==> src/rtl/mem_stage_lsu_pkg.sv <==
// Shared decode constants, the data-memory command payload and small decode helpers
// for the MEM stage.
package mem_stage_lsu_pkg;

   localparam int unsigned XLEN = 32;

   localparam logic [6:0] OPC_LOAD  = 7'b0000011;
   localparam logic [6:0] OPC_STORE = 7'b0100011;
   localparam logic [6:0] OPC_JAL   = 7'b1101111;
   localparam logic [6:0] OPC_JALR  = 7'b1100111;
   localparam logic [6:0] OPC_OP    = 7'b0110011;
   localparam logic [6:0] OPC_OPIMM = 7'b0010011;
   localparam logic [6:0] OPC_LUI   = 7'b0110111;
   localparam logic [6:0] OPC_AUIPC = 7'b0010111;

   localparam logic [2:0] F3_B  = 3'b000;
   localparam logic [2:0] F3_H  = 3'b001;
   localparam logic [2:0] F3_W  = 3'b010;
   localparam logic [2:0] F3_BU = 3'b100;
   localparam logic [2:0] F3_HU = 3'b101;

   typedef struct packed {
      logic            we;
      logic [XLEN-1:0] addr;
      logic [3:0]      be;
      logic [XLEN-1:0] wdata;
   } dmem_cmd_t;

   function automatic logic f3_valid(input logic is_store, input logic [2:0] f3);
      if (is_store) return (f3 == F3_B) || (f3 == F3_H) || (f3 == F3_W);
      return (f3 == F3_B) || (f3 == F3_H) || (f3 == F3_W) || (f3 == F3_BU) || (f3 == F3_HU);
   endfunction

   function automatic logic misaligned(input logic [2:0] f3, input logic [1:0] a);
      case (f3[1:0])
         2'b01:   return a[0];
         2'b10:   return a != 2'b00;
         default: return 1'b0;
      endcase
   endfunction

   function automatic logic writes_rd(input logic [6:0] opc);
      case (opc)
         OPC_LOAD, OPC_JAL, OPC_JALR, OPC_OP, OPC_OPIMM, OPC_LUI, OPC_AUIPC: return 1'b1;
         default: return 1'b0;
      endcase
   endfunction

endpackage

==> src/rtl/mem_stage_lsu_lane_align.sv <==
// Byte-lane steering: store byte enables and replicated write data, load lane
// extraction with sign/zero extension.
module mem_lane_align
   import mem_stage_lsu_pkg::*;
(
   input  logic [2:0]      f3,
   input  logic [1:0]      addr_lo,
   input  logic [XLEN-1:0] sdata,
   input  logic [XLEN-1:0] rdata,
   output logic [3:0]      be,
   output logic [XLEN-1:0] wdata,
   output logic [XLEN-1:0] ldata
);

   logic [7:0]  byte_v;
   logic [15:0] half_v;

   always_comb begin
      be    = 4'b1111;
      wdata = sdata;
      case (f3[1:0])
         2'b00: begin
            be    = 4'b0001 << addr_lo;
            wdata = {4{sdata[7:0]}};
         end
         2'b01: begin
            be    = addr_lo[1] ? 4'b1100 : 4'b0011;
            wdata = {2{sdata[15:0]}};
         end
         default: ;
      endcase
   end

   always_comb begin
      byte_v = rdata[{addr_lo, 3'b000} +: 8];
      half_v = rdata[{addr_lo[1], 4'b0000} +: 16];
      case (f3)
         F3_B:    ldata = {{24{byte_v[7]}}, byte_v};
         F3_H:    ldata = {{16{half_v[15]}}, half_v};
         F3_BU:   ldata = {24'h0, byte_v};
         F3_HU:   ldata = {16'h0, half_v};
         default: ldata = rdata;
      endcase
   end

endmodule

==> src/rtl/mem_stage_lsu.sv <==
// MEM stage: retires non-memory ops in one cycle and runs loads/stores on a req/ack
// data bus, stalling IF-EX while the access is outstanding.
module mem_stage_lsu
   import mem_stage_lsu_pkg::*;
#(
   parameter int unsigned TIMEOUT = 16
) (
   input  logic            clk,
   input  logic            rst,
   input  logic [XLEN-1:0] pc_next_i_mem,
   input  logic [XLEN-1:0] alu_i_mem,
   input  logic [XLEN-1:0] data_i_mem,
   input  logic [4:0]      wbaddr_now_i_mem,
   input  logic [XLEN-1:0] instr_i_mem,
   output logic            dmem_req,
   output logic            dmem_we,
   output logic [XLEN-1:0] dmem_addr,
   output logic [3:0]      dmem_be,
   output logic [XLEN-1:0] dmem_wdata,
   input  logic            dmem_ack,
   input  logic [XLEN-1:0] dmem_rdata,
   output logic            stall_o,
   output logic [XLEN-1:0] wbdata_o_wb,
   output logic [4:0]      wbaddr_o_wb,
   output logic            wben_o_wb,
   output logic [XLEN-1:0] instr_o_wb,
   output logic            misalign_o,
   output logic            buserr_o
);

   localparam int unsigned CNT_W = (TIMEOUT > 1) ? $clog2(TIMEOUT) : 1;
   localparam logic [0:0] S_IDLE = 1'b0;
   localparam logic [0:0] S_REQ  = 1'b1;

   logic [0:0]       state_q, state_d;
   logic [CNT_W-1:0] cnt_q, cnt_d;
   logic             stall_c, start_c, done_c, tmo_c;
   dmem_cmd_t        cmd_q;
   logic [2:0]       f3_q;
   logic [1:0]       a_q;
   logic [4:0]       rd_q;
   logic [XLEN-1:0]  instr_q;

   logic [6:0] opc;
   logic [2:0] f3;
   logic       bubble, is_ld, is_st, mem_op, mis, wr_rd;
   logic [3:0] be_c;
   logic [XLEN-1:0] wdata_c, ldata_c;

   // Instruction decode for the op currently sitting in EX/MEM
   always_comb begin
      opc    = instr_i_mem[6:0];
      f3     = instr_i_mem[14:12];
      bubble = (instr_i_mem == 32'h0000_0000) || (instr_i_mem == 32'h0000_0013);
      is_ld  = !bubble && (opc == OPC_LOAD)  && f3_valid(1'b0, f3);
      is_st  = !bubble && (opc == OPC_STORE) && f3_valid(1'b1, f3);
      mem_op = is_ld || is_st;
      mis    = mem_op && misaligned(f3, alu_i_mem[1:0]);
      wr_rd  = !bubble && writes_rd(opc) && (opc != OPC_LOAD) && (wbaddr_now_i_mem != 5'd0);
   end

   // Lane logic serves the live store in IDLE and the latched load in REQ
   mem_lane_align u_lane (
      .f3      (state_q == S_REQ ? f3_q : f3),
      .addr_lo (state_q == S_REQ ? a_q : alu_i_mem[1:0]),
      .sdata   (data_i_mem),
      .rdata   (dmem_rdata),
      .be      (be_c),
      .wdata   (wdata_c),
      .ldata   (ldata_c)
   );

   always_ff @(posedge clk) begin
      if (rst) begin
         state_q <= S_IDLE;
         cnt_q   <= '0;
      end else begin
         state_q <= state_d;
         cnt_q   <= cnt_d;
      end
   end

   always_comb begin
      state_d = state_q;
      cnt_d   = cnt_q;
      stall_c = 1'b0;
      start_c = 1'b0;
      done_c  = 1'b0;
      tmo_c   = 1'b0;
      case (state_q)
         S_IDLE: begin
            if (mem_op && !mis) begin
               stall_c = 1'b1;
               start_c = 1'b1;
               cnt_d   = '0;
               state_d = S_REQ;
            end
         end
         S_REQ: begin
            if (dmem_ack) begin
               done_c  = 1'b1;
               state_d = S_IDLE;
            end else if (cnt_q == CNT_W'(TIMEOUT - 1)) begin
               tmo_c   = 1'b1;
               state_d = S_IDLE;
            end else begin
               stall_c = 1'b1;
               cnt_d   = cnt_q + CNT_W'(1);
            end
         end
         default: state_d = S_IDLE;
      endcase
   end

   assign stall_o    = stall_c && !rst;
   assign dmem_we    = cmd_q.we;
   assign dmem_addr  = cmd_q.addr;
   assign dmem_be    = cmd_q.be;
   assign dmem_wdata = cmd_q.wdata;

   // Request latch and MEM/WB register; wben and the error pulses last one cycle
   always_ff @(posedge clk) begin
      if (rst) begin
         dmem_req    <= 1'b0;
         cmd_q       <= '0;
         f3_q        <= '0;
         a_q         <= '0;
         rd_q        <= '0;
         instr_q     <= '0;
         wbdata_o_wb <= '0;
         wbaddr_o_wb <= '0;
         wben_o_wb   <= 1'b0;
         instr_o_wb  <= '0;
         misalign_o  <= 1'b0;
         buserr_o    <= 1'b0;
      end else begin
         wben_o_wb  <= 1'b0;
         misalign_o <= 1'b0;
         buserr_o   <= 1'b0;
         if (start_c) begin
            dmem_req <= 1'b1;
            cmd_q    <= dmem_cmd_t'{we:    is_st,
                                    addr:  {alu_i_mem[XLEN-1:2], 2'b00},
                                    be:    is_st ? be_c : 4'b1111,
                                    wdata: is_st ? wdata_c : '0};
            f3_q     <= f3;
            a_q      <= alu_i_mem[1:0];
            rd_q     <= wbaddr_now_i_mem;
            instr_q  <= instr_i_mem;
         end else if (state_q == S_IDLE) begin
            wbdata_o_wb <= (opc == OPC_JAL || opc == OPC_JALR) ? pc_next_i_mem : alu_i_mem;
            wbaddr_o_wb <= wbaddr_now_i_mem;
            wben_o_wb   <= wr_rd && !mis;
            instr_o_wb  <= instr_i_mem;
            misalign_o  <= mis;
         end else if (done_c || tmo_c) begin
            dmem_req    <= 1'b0;
            cmd_q       <= '0;
            wbdata_o_wb <= (done_c && !cmd_q.we) ? ldata_c : '0;
            wbaddr_o_wb <= rd_q;
            wben_o_wb   <= done_c && !cmd_q.we && (rd_q != 5'd0);
            instr_o_wb  <= instr_q;
            buserr_o    <= tmo_c;
         end
      end
   end

endmodule

==> config.mk <==
export PLATFORM = sky130hd
export DESIGN_NAME = mem_stage_lsu
export DESIGN_NICKNAME = d
export VERILOG_FILES = /design/src/rtl/mem_stage_lsu_pkg.sv /design/src/rtl/mem_stage_lsu_lane_align.sv /design/src/rtl/mem_stage_lsu.sv
export SDC_FILE = /design/constraint.sdc
export NUM_CORES = 1
export LEC_CHECK = 0
export ABC_AREA = 1
export CORE_ASPECT_RATIO = 1.25
export CORE_UTILIZATION = 50
export CTS_CLUSTER_SIZE = 14
export DETAILED_ROUTE_END_ITERATION = 10
export PLACE_DENSITY = 0.89
export SYNTH_ARGS = -nofsm -noshare
export SYNTH_HDL_FRONTEND = slang
export SYNTH_SLANG_ARGS = --single-unit
export TNS_END_PERCENT = 100
==> constraint.sdc <==
create_clock -name clk -period 5.6 [get_ports clk]
set_clock_uncertainty 0.15 [all_clocks]
set_input_delay 1.12 -clock clk [delete_from_list [all_inputs] [get_ports clk]]
set_output_delay 1.12 -clock clk [all_outputs]
set_load 0.01 [all_outputs]
==> impl_metrics.ini, run 1 <==
[status]
status = complete, no violations

[critical_path]
cp-start-kind = input port
crit_chain = clkdlybuf4s50_1 > inv_1 > ha_1 > nand2_1 > nand2_1 > nand3_2 > nand2_2 > nand2_1 > nand2_1 > nand2_2 > nor2_1 > clkdlybuf4s50_1
crit_required_ns = 4.33
path_class = in2out
cp-end-kind = output port
slowest_delay_ns = 0.59
timing.rr.end = dmem_wdata[15]
cp_max_fo = 16
crit_path_frequent_cell = nand2_1
cp_num_buf_inv = 3
cp_slowest_cell = clkdlybuf4s50_1
r2r_slack_ns = 2.35
crit_family = buffers and inverters
r2r_cells = 10
rr_startpoint = state_q
worstPathArrival_ns = 3.57

[routing]
drc = 0
ant_nets = 0
firstDrtPassIters = 6
drt_iter0_markers = 684
routedWlPerCell_um = 16.0
via_per_inst = 5.26
num_vias = 10100
wirelength_um = 30700

[clock_network]
hold_buffers = 0
tritoncts = built
post-cts-setup-buffers = 0
clockBufferDepth = 2
clock_latency_ns = 0.44
ctsHtreeMaxLevel = 4
path_clk_slew_ns = 0.07
numCtsBuffers = 17
cts_root_buf = clkbuf_16
cts_sinks = 184
cts.repair.resized = 0

[sta]
max_freq_mhz = 207
fin_crit_ns = 4.84
tightest_slew_ns = 1.13
hold_viol_final = 0
drv_slew = 0
finalSetupViolations = 0
fin_crit_sh_pct = 86.4
slew_headroom_pct = 24.7
rsz0062_at_grt = no
tns_ns = 0

[final_layout]
fin_nets = 1849
layout_common_cells = nand2_1, clkdlybuf4s50_1, dfxtp_1, a21oi_1, nor2_1
drive_above_1_share_pct = 4.38
area_growth_pct = 38.7
diodes = 0
mostFrequentLayoutCell = nand2_1
utilization_pct = 70.6

[power]
combPwrFrac_pct = 14.7
p_leak_uw = 0.00526
power_density_nw_per_um2 = 236
p_seq_share_pct = 45.2
pwr-share-clk_pct = 40.1
total_power_uw = 3010
switching_share_pct = 27.8
power_switching_uw = 836
ir_drop_mv = 0.189
p_int_uw = 2170

[synthesis]
synthTopCellsByArea = dfxtp_1, nand2_1, a21oi_1
post_synth_instance_area_um2 = 9180
synth_top_cell_by_area = dfxtp_1
synth.distinct_cells = 33
syn_avg_cell_area_um2 = 6.40
synth_top_area_share_pct = 40.1
ys_ff_latch = 184
yosysWarnings = 0
synthCells = 1434
yosysSeqAreaShare_pct = 40.1

[grt]
antenna_found_initial = 0
grt_pass1_wl_um = 46600
grt_pass1_vias = 9345
use_met1_pct = 35.2
overflow = 0
busiest_layer = met2
track_usage_pct = 32.0
met3_usage_pct = 7.65
grt_max_degree = 102
met2_usage_pct = 55.7

[place]
portBuffers = 308
gp_congestion = 0.930
place_hpwl_um = 22100

[die]
die_w_um = 123
start_util_pct = 50.9
core_area_um2 = 18000
num_rows = 55
die_area_um2 = 18900
pin_count = 311
die_h_um = 153

[min_path]
worstHoldEndpoint = instr_q[4]
worstHoldStart = instr_q[4]
whs_path_depth = 2
hold_class = reg2reg

[run]
drv_cap = 0
-- worst max path at each step --
stage,endpoint,slack (ns),cells after the start,startpoint
finish,stall_o,0.76,12,instr_i_mem[12]
global route,stall_o,0.58,12,instr_i_mem[12]
CTS,stall_o,0.77,12,instr_i_mem[12]
detailed placement,stall_o,0.78,12,instr_i_mem[12]
global placement,stall_o,0.80,12,instr_i_mem[12]
floorplan,stall_o,2.02,11,instr_i_mem[12]
-- layout make-up --
class                           count  area, um2
Clock buffer                       18        439
Clock inverter                     14        155
Fill cell                        1481       5300
Inverter                          137        517
Multi-Input combinational cell   1022       4510
Sequential cell                   184       3690
Tap cell                          228        285
Timing Repair Buffer              315       3130
-- cell families (layout without fill, tap and decap cells) --
group	Yosys count	after routing	share of synthesized area, %
other	1	2	0.0409
AND/OR/NAND/NOR	730	730	32.4
flip-flops	184	184	40.1
adder cells (fa/ha/maj)	4	4	0.545
buffers and inverters	229	484	10.9
AO/OA/AOI/OAI	286	286	16.0
-- per-stage QoR --
step	setup slack, ns	hold WS (ns)	area [um2]	instances
floorplan	2.02	0.259	9180	1435
global placement	0.805	0.265	12100	1886
detailed placement	0.775	0.273	12100	1886
CTS	0.774	0.284	12700	1918
global route	0.582	0.300	12700	1918
finish	0.762	0.288	12700	1918
-- worst reg2reg max path, delay by kind of cell (launching register included) --
kind / cells / cell delay, ns
and+or+nand+nor: 6 / 1.18
buffers and inverters: 2 / 1.17
DFF: 1 / 0.41
AOI/OAI and AO/OA: 2 / 0.20
-- power groups by stage --
stage                     registers, uW  clock network [uW]  logic, uW
after global placement             1390                   0        431
after floorplan                    1400                   0        183
final                              1360                1210        442
after CTS                          1360                1220        440
after global routing               1360                1270        478
after detailed placement           1390                   0        436
-- metal layers --
layer	share of wire, %	wire length, um	vias to the layer above
met2	49	15200	448
met1	38	11700	4516
met3	7.7	2360	98
met4	4.8	1480	0
met5	0	0	-
li1	-	-	5026
-- registers in the layout, indices dropped and copies added (netlist names), 4 cells and up --
register,cells
rd_q,5
dmem_wdata,32
wbaddr_o_wb,5
wbdata_o_wb,32
dmem_be,4
instr_o_wb,32
instr_q,30
dmem_addr,30
cnt_q,4
-- synth_stat cells (all sizes together) --
library cell	n
o31ai	1
buf	56
nor4	3
o211ai	2
clkbuf	36
nand4	7
nor2	131
a211oi	3
ha	4
nand3	91
dfxtp	184
inv	137
nand2	490
o21ai	116
o22ai	9
a21oi	155
nor3	7
or2	1
conb	1
No activity file was read; power rests on OpenSTA's default activity.
==> run 2: changes to the inputs <==
- CTS_BUF_LIST: not set -> sky130_fd_sc_hd__clkbuf_16
- PLACE_DENSITY: 0.89 -> 0.87
==> run 2 against run 1 <==
Combinational power about the same. Highest routed layer unchanged. Critical endpoint unchanged. Critical path depth unchanged. Hold slack worse by 0.0015 ns. Largest power group unchanged. Critical path type unchanged.
==> impl_metrics.ini, run 2 (synthesized netlist as in run 1, its figures left out) <==
[critical_path]
cp-start-kind = input port
r2r_cells = 10
cp_slowest_cell = clkdlybuf4s50_1
slowest_delay_ns = 0.60
crit_chain = clkdlybuf4s50_1 > inv_1 > ha_1 > nand2_1 > nand2_1 > nand3_2 > nand2_2 > nand2_1 > nand2_1 > nand2_1 > nor2_1 > clkdlybuf4s50_1
cp_max_fo = 16
path_class = in2out
crit_family = buffers and inverters
cp_num_buf_inv = 3
worstPathArrival_ns = 3.61
cp-end-kind = output port
path_depth = 12
crit_required_ns = 4.33
crit_path_frequent_cell = nand2_1

[clock_network]
clock_latency_ns = 0.43
numCtsBuffers = 17
hold_buffers = 0
tritoncts = built
path_clk_slew_ns = 0.07
cts_root_buf = clkbuf_16
post-cts-setup-buffers = 0
cts_sinks = 184
ctsHtreeMaxLevel = 4
cts.repair.resized = 0
clockBufferDepth = 2

[final_layout]
mostFrequentLayoutCell = nand2_1
multi_input_area_um2 = 4510
post-route-cell-area_um2 = 12700
area_growth_pct = 38.7
fillCellCount = 1488
seq_area_um2 = 3690
fin_nets = 1849
layout_common_cells = nand2_1, clkdlybuf4s50_1, dfxtp_1, a21oi_1, nor2_1
drive_above_1_share_pct = 4.26

[routing]
routedWlPerCell_um = 16.4
wirelength_um = 31400
ant_nets = 0
drt_iter0_markers = 854
firstDrtPassIters = 7
num_vias = 10200
drc = 0
via_per_inst = 5.32

[die]
start_util_pct = 50.9
die_w_um = 123
num_rows = 55
core_area_um2 = 18000
die_area_um2 = 18900
die_h_um = 153
pin_count = 311

[grt]
antenna_found_initial = 1
grt_pass1_vias = 9567
track_usage_pct = 32.9
overflow = 0
grt_pass1_wl_um = 48300
grt_max_degree = 98

[sta]
slew_headroom_pct = 24.7
hold_viol_final = 0
finalSetupViolations = 0
rsz0062_at_grt = no
max_freq_mhz = 205
tns_ns = 0
drv_slew = 0
fin_crit_sh_pct = 87.1
fin_crit_ns = 4.88
fin_ws_ns = 0.722
tightest_slew_ns = 1.13

[power]
combPwrFrac_pct = 14.6
switching_share_pct = 27.6
p_leak_uw = 0.00527
p_seq_share_pct = 44.6
pwr-share-clk_pct = 40.7
power_switching_uw = 840
p_int_uw = 2200
ir_drop_mv = 0.179
power_density_nw_per_um2 = 239

[place]
place_hpwl_um = 22400
placed_area_um2 = 12100
portBuffers = 308
gp_congestion = 0.896
dp_slack_ns = 0.747

[status]
status = complete, no violations

[min_path]
whs_path_depth = 2
hold_class = reg2reg

[run]
drv_cap = 0
## run 2: final timing paths
path,slack [ns],end,start
setup / recovery,0.72,stall_o,instr_i_mem[12]
hold / removal,0.29,instr_q[6],instr_q[6]
setup reg to reg,2.31,dmem_wdata[10],state_q
hold reg to reg,0.29,instr_q[6],instr_q[6]
## run 2: power by group through the flow
| stage | combinational, uW | clock, uW | sequential (uW) |
|---|---|---|---|
| 4_1_cts | 441 | 1240 | 1360 |
| 6_report | 445 | 1240 | 1360 |
| 2_1_floorplan | 183 | 0 | 1400 |
| 3_3_place_gp | 432 | 0 | 1390 |
| 5_1_grt | 482 | 1310 | 1360 |
| 3_5_place_dp | 437 | 0 | 1390 |
## run 2: per-stage QoR
step / std cells / hold slack [ns] / util (%) / total power, uW
6_report: 1919 / 0.286 / 70.6 / 3040
5_1_grt: 1919 / 0.309 / 70.6 / 3150
4_1_cts: 1918 / 0.283 / 70.6 / 3040
3_5_place_dp: 1886 / 0.272 / 67.3 / 1820
3_3_place_gp: 1886 / 0.266 / 67.3 / 1820
2_1_floorplan: 1435 / 0.259 / - / 1580
## run 2: layout make-up
cell class	instances	area share [%]
timing repair buffer	315	24.6
sequential	184	29.0
tap	228	2.24
multi-input combinational	1022	35.4
inverter	137	4.06
clock buffer	17	3.34
antenna	1	0.0197
clock inverter	15	1.38
## run 2: metal layers
metal	up-vias	GRT usage (%)	routed length [um]
met5	-	0	0
met4	0	16.1	1510
met3	91	7.91	2610
met2	473	55.9	15300
met1	4626	37.8	12000
li1	5023	-	-
## run 2: tightest hold or removal path: stages, from the launching register on
cell and delay (ns):
dfxtp_1 0.32, inv_1 0.05, nor2_1 0.03
